## config.mk

```make
export PLATFORM = sky130hd
export DESIGN_NAME = add_round_key_stream_flat
export DESIGN_NICKNAME = d
export VERILOG_FILES = /design/src/rtl/add_round_key_stream_if.sv /design/src/rtl/add_round_key_stream.sv /design/src/flat_wrapper.sv
export SDC_FILE = /design/constraint.sdc
export NUM_CORES = 1
export LEC_CHECK = 0
export BUFFER_PORTS_ARGS = -buffer_cell sky130_fd_sc_hd__buf_2
export CAP_MARGIN = 20
export CELL_PAD_IN_SITES_DETAIL_PLACEMENT = 1
export CELL_PAD_IN_SITES_GLOBAL_PLACEMENT = 1
export CORE_ASPECT_RATIO = 0.7
export CORE_MARGIN = 2
export CORE_UTILIZATION = 36
export CTS_CLUSTER_DIAMETER = 200
export CTS_CLUSTER_SIZE = 10
export DETAILED_ROUTE_END_ITERATION = 6
export PLACE_DENSITY_LB_ADDON = 0.1
export SLEW_MARGIN = 20
export SYNTH_ARGS = -nofsm -noshare
export SYNTH_HDL_FRONTEND = slang
export SYNTH_SLANG_ARGS = --single-unit
export TNS_END_PERCENT = 50
```

## constraint.sdc

```tcl
create_clock -name clk -period 1.8 [get_ports clk]
set_input_delay 0.18 -clock clk [delete_from_list [all_inputs] [get_ports clk]]
set_output_delay 0.18 -clock clk [all_outputs]
set_load 0.005 [all_outputs]
```

## src/rtl/add_round_key_stream_if.sv

```systemverilog
// Beat-in / block-out handshake bundle for add_round_key_stream.
// The upstream feeder and the downstream consumer share the master side; the stage itself is the slave.
interface add_round_key_stream_if #(
  parameter int DW = 32
);
  logic          in_valid;
  logic          in_ready;
  logic [DW-1:0] in_state;
  logic [DW-1:0] round_key;
  logic          rnd_clr;
  logic          out_valid;
  logic          out_ready;
  logic [127:0]  out_state;
  logic [3:0]    out_round;

  modport master (
    output in_valid, in_state, round_key, rnd_clr, out_ready,
    input  in_ready, out_valid, out_state, out_round
  );

  modport slave (
    input  in_valid, in_state, round_key, rnd_clr, out_ready,
    output in_ready, out_valid, out_state, out_round
  );
endinterface

```

## src/rtl/add_round_key_stream.sv

```systemverilog
// Streaming AES-128 AddRoundKey: XORs DW-bit state/key beats into a 128-bit block,
// most significant slice first, and presents the finished block with a round tag.
module add_round_key_stream #(
  parameter int DW = 32,
  parameter int NR = 10
) (
  input  logic                   clk,
  input  logic                   rst,
  add_round_key_stream_if.slave  bus
);

  localparam int              BEATS      = 128 / DW;
  localparam int              CW         = (BEATS > 1) ? $clog2(BEATS) : 1;
  localparam logic [CW-1:0]   LAST_BEAT  = CW'(BEATS - 1);
  localparam logic [3:0]      LAST_ROUND = 4'(NR);

  typedef enum logic {
    S_FILL,
    S_HOLD
  } state_e;

  state_e          state_q, state_d;
  logic [CW-1:0]   beat_cnt_q, beat_cnt_d;
  logic [3:0]      round_cnt_q, round_cnt_d;
  logic [127:0]    out_state_q, out_state_d;
  logic [DW-1:0]   beat_xor;
  logic            in_fire;
  logic            out_fire;

  // A full block may only be replaced once the consumer takes it.
  assign bus.in_ready  = (state_q == S_FILL) ? 1'b1 : bus.out_ready;
  assign bus.out_valid = (state_q == S_HOLD);
  assign bus.out_state = out_state_q;
  assign bus.out_round = round_cnt_q;

  assign in_fire  = bus.in_valid && bus.in_ready;
  assign out_fire = bus.out_valid && bus.out_ready;
  assign beat_xor = bus.in_state ^ bus.round_key;

  always_comb begin
    // NOTE: every _d starts from its held value so no path leaves it unassigned (no latch).
    state_d     = state_q;
    beat_cnt_d  = beat_cnt_q;
    round_cnt_d = round_cnt_q;
    out_state_d = out_state_q;

    for (int k = 0; k < BEATS; k++) begin
      if (in_fire && (beat_cnt_q == CW'(k))) begin
        out_state_d[127 - k*DW -: DW] = beat_xor;
      end
    end

    unique case (state_q)
      S_FILL: begin
        if (in_fire) begin
          if (beat_cnt_q == LAST_BEAT) begin
            state_d    = S_HOLD;
            beat_cnt_d = '0;
          end else begin
            beat_cnt_d = beat_cnt_q + CW'(1);
          end
        end
      end
      S_HOLD: begin
        if (out_fire) begin
          // A beat arriving with the handshake is slice 0 of the next block.
          if (in_fire && (BEATS == 1)) begin
            state_d = S_HOLD;
          end else if (in_fire) begin
            state_d    = S_FILL;
            beat_cnt_d = CW'(1);
          end else begin
            state_d = S_FILL;
          end
        end
      end
      default: state_d = S_FILL;
    endcase

    if (bus.rnd_clr) begin
      round_cnt_d = '0;
    end else if (out_fire) begin
      round_cnt_d = (round_cnt_q == LAST_ROUND) ? 4'd0 : round_cnt_q + 4'd1;
    end
  end

  // NOTE: state is updated with non-blocking assignments so all flops see pre-edge values.
  always_ff @(posedge clk) begin
    if (rst) begin
      state_q     <= S_FILL;
      beat_cnt_q  <= '0;
      round_cnt_q <= '0;
      // NOTE: the block register is reset because its zero value is visible on out_state.
      out_state_q <= '0;
    end else begin
      state_q     <= state_d;
      beat_cnt_q  <= beat_cnt_d;
      round_cnt_q <= round_cnt_d;
      out_state_q <= out_state_d;
    end
  end

endmodule
```

## src/flat_wrapper.sv

```systemverilog
// flat-port wrapper written by rule: the top's interface ports become plain ports
module add_round_key_stream_flat 
#(
  parameter int DW = 32,
  parameter int NR = 10
)
  (clk, rst, bus_in_valid, bus_in_state, bus_round_key, bus_rnd_clr, bus_out_ready, bus_in_ready, bus_out_valid, bus_out_state, bus_out_round);
  add_round_key_stream_if #(.DW(DW)) bus_i ();
  input  logic clk;
  input  logic rst;
  input wire logic [$bits(bus_i.in_valid)-1:0] bus_in_valid;
  input wire logic [$bits(bus_i.in_state)-1:0] bus_in_state;
  input wire logic [$bits(bus_i.round_key)-1:0] bus_round_key;
  input wire logic [$bits(bus_i.rnd_clr)-1:0] bus_rnd_clr;
  input wire logic [$bits(bus_i.out_ready)-1:0] bus_out_ready;
  output wire logic [$bits(bus_i.in_ready)-1:0] bus_in_ready;
  output wire logic [$bits(bus_i.out_valid)-1:0] bus_out_valid;
  output wire logic [$bits(bus_i.out_state)-1:0] bus_out_state;
  output wire logic [$bits(bus_i.out_round)-1:0] bus_out_round;
  assign bus_i.in_valid = bus_in_valid;
  assign bus_i.in_state = bus_in_state;
  assign bus_i.round_key = bus_round_key;
  assign bus_i.rnd_clr = bus_rnd_clr;
  assign bus_i.out_ready = bus_out_ready;
  assign bus_in_ready = bus_i.in_ready;
  assign bus_out_valid = bus_i.out_valid;
  assign bus_out_state = bus_i.out_state;
  assign bus_out_round = bus_i.out_round;
  add_round_key_stream #(.DW(DW), .NR(NR)) u_core (.clk(clk), .rst(rst), .bus(bus_i));
endmodule
```

==> results by group <==
Clock tree
  – CTS H-Tree Depth: 4
  – Worst-path clk slew: around 0.06 ns
  – Skew-Pair Late Insertion Delay: 0.40 ns
  – Clk root buf: clkbuf_16
  – Num CTS Buffers: 17
  – Clock buffer depth: 2
  – Count of clock tree sinks: roughly 140
  – CTS tree: yes
  – Setup Buffers After CTS: 0

Min path
  – Min-delay worst type: in2reg

Finish
  – Fill cell total of the finished layout: approximately 1600
  – Nets: ~770
  – Most common cell after layout, fill and taps aside: buf_2
  – Fin area: 6750 sq um
  – Ant diodes: 0
  – Commonest non-fill, non-tap cells in the layout: buf_2 (201), dfxtp_1 (135), a211oi_1 (130)
  – Share of layout cells above drive strength 1: 0.365
  – Area growth, synth to finish: 32.5%

Drt
  – Drc violations: 0
  – DR vias: about 4400
  – Final ANT Viol Nets: 0
  – Starting DRT DRC Count: approximately 140
  – DR vias/cell: 4.92
  – DR WL/cell: roughly 16 um
  – DRT Pass-1 Iters: 4
  – Routed WL: approximately 15000 um

STA
  – Final setup viols: 0
  – Fin Setup TNS: 0 ns
  – Fin. Hold Viols: 0
  – Period utilization: 0.860
  – RSZ-0062 raised after global routing: no
  – Period minus WS final: between 1.5 and 2 ns
  – Slew HR: 0.611
  – Transition time of the tightest slew-check pin: a little under 0.6 ns
  – Final Max Slew Viols: 0
  – Max Fclk: roughly 650 MHz
  – Final hold slack: approximately 0.11 ns
  – Clock skew: about 0.0063 ns

Critical path
  – Worst Path Buf+Inv: 1
  – Setup crit end kind: register
  – CP max stage delay: 0.40 ns
  – Data arrival, critical path: about 1.9 ns
  – Worst setup SP type: register
  – Crit-path cells: ha_1, and3_4, buf_12, nor2_1, a211oi_1
  – Max stage delay cell, worst path: dfxtp_1
  – Worst EP required: ~2.1 ns
  – Crit-path leading delay family: flip-flops
  – Worst-path maximum fanout: 29
  – Critical setup path kind: reg2reg

Logic synthesis
  – Avg Inst Size Synth: between 10 and 15 sq um
  – Cell taking the most area after synthesis: dfxtp_1
  – Cell Area, Synth: 5090 sq um
  – Post-synthesis sequential area ratio: 0.531
  – Synth area leaders: dfxtp_1 (53%), a211oi_1 (19%), nor2_1 (8.9%)
  – Top cell type's share of synthesized area: 0.531
  – Yosys cell types: 27
  – Synth Register Bits: about 140
  – Mapped Cells: around 500
  – Syn. warnings: 0
  – Net Count, Synth: about 580

Die
  – Core Area: about 14000 sq um
  – IO Count: around 200
  – Die extent in x: 146 um
  – Initial Util: 0.367
  – Die Area: approximately 15000 sq um
  – Site row count: 36
  – Die height: roughly 100 um

Global routing
  – Met2 Usage GRT: 0.322
  – Most Used Layer, Global Route: met2
  – GRT Util Overall: 0.197
  – Met3 usage: 0.0579
  – Met1 global-route usage: 0.260
  – Vias in the first global route: 4425
  – Grt ovf: 0
  – Pin count of the biggest net entering global routing: between 60 and 70
  – First-pass GRT wire length: roughly 24000 um
  – Initial antenna violation count: 0

Status
  – Outcome: finished clean

Pwr
  – Clk pwr share: 0.456
  – NetSw: about 1.9 mW
  – Sw frac: 0.255
  – Cell Int Power: ~5.6 mW
  – VDD IR-drop max: between 0.5 and 0.6 mV
  – Cell Pwr Density: around 1100 nW/um^2
  – Leakage: 2.83 nW
  – Comb pwr share: 0.114
  – Sequential power share: 0.430

Placed design
  – Dpl hpwl: ~10000 um
  – GPL Wtd Cong: approximately 0.74
  – Buffers on Ports: between 200 and 250
  – Area post-placement: between 6000 and 7000 sq um

Job
  – Max capacitance violation total: 0
## power by group through the flow
stage	logic, mW	clock network, mW	registers (mW)
after CTS	0.878	3.51	3.24
after floorplan	0.491	0	3.32
after detailed placement	0.872	0	3.31
after global routing	0.970	3.64	3.26
after global placement	0.841	0	3.30
final	0.863	3.44	3.24
## repair_timing
item,in CTS,in global routing
hold buffers,1,0
hold endpoints to repair,4,0
gates resized for setup,0,0
## Yosys cell counts
master	instances
buf_1	1
nand4_1	1
nor2b_1	3
ha_1	4
nor2_2	10
clkbuf_1	13
buf_2	1
a211oi_1	130
o21ai_0	2
xnor2_1	32
nand2_1	2
a21oi_1	6
and3_1	1
dfxtp_1	135
nor3b_1	2
nor3_1	3
o21bai_1	1
nor2_1	121
buf_8	1
o31ai_1	1
buf_6	26
buf_4	1
nand3_1	1
inv_1	2
xor2_1	1
and3_4	3
nand2b_4	1
## stage by stage
step,power [mW],setup WS [ns],util,cells
CTS,7.63,0.239,0.486,897
finish,7.54,0.252,0.486,897
floorplan,3.81,0.510,-,505
global placement,4.14,0.370,0.443,864
detailed placement,4.18,0.242,0.443,864
global route,7.87,0.0996,0.486,897
## layer usage
layer,up-vias,part of all wire
met3,7,0.061
met2,123,0.46
li1,2162,-
met1,2122,0.47
met4,0,0.0053
met5,-,0
## layout make-up
cell class | count | area (sq um) | share of cell area
Clock inverter | 13 | 146 | 0.0217
Timing Repair Buffer | 213 | 1200 | 0.178
Sequential cell | 135 | 2700 | 0.401
Clock buffer | 19 | 443 | 0.0657
Inverter | 2 | 7.51 | 0.00111
Tap cell | 190 | 238 | 0.0352
Multi-Input combinational cell | 325 | 2010 | 0.298
## sequential cells by signal, indices dropped and copies added (netlist names)
signal and flops:
u_core.bus.out_round 4, u_core.bus.out_valid 1, u_core.beat_cnt_q 2, u_core.bus.out_state 128
## path summary, 6_finish.rpt
| path | from | end | slack (ns) | cells past startpoint |
|---|---|---|---|---|
| worst max register to register | u_core.beat_cnt_q[0]$_SDFFE_PP0P_ | u_core.bus.out_state[19]$_SDFFE_PP0P_ | 0.25 | 5 |
| worst min register to register | u_core.bus.out_state[2]$_SDFFE_PP0P_ | u_core.bus.out_state[2]$_SDFFE_PP0P_ | 0.49 | 2 |
| worst min-delay path | rst | u_core.bus.out_state[116]$_SDFFE_PP0P_ | 0.11 | 2 |
| worst max-delay path | u_core.beat_cnt_q[0]$_SDFFE_PP0P_ | u_core.bus.out_state[19]$_SDFFE_PP0P_ | 0.25 | 5 |
## worst register-to-register path: stages, from the launching register on
cell and delay (ns):
dfxtp_1 0.40, ha_1 0.23, and3_4 0.34, buf_12 0.21, nor2_1 0.07, a211oi_1 0.22
## cells by family (layout without fill, tap and decap cells)
logic type,after synthesis,after routing,synth area share
buffers and inverters,45,247,0.0747
AND/OR/NAND/NOR,148,148,0.125
AO/OA/AOI/OAI,140,140,0.203
flip-flops,135,135,0.531
adder cells (fa/ha/maj),4,4,0.00983
XOR/XNOR,33,33,0.0568
Power figures use the tool's default switching activity.
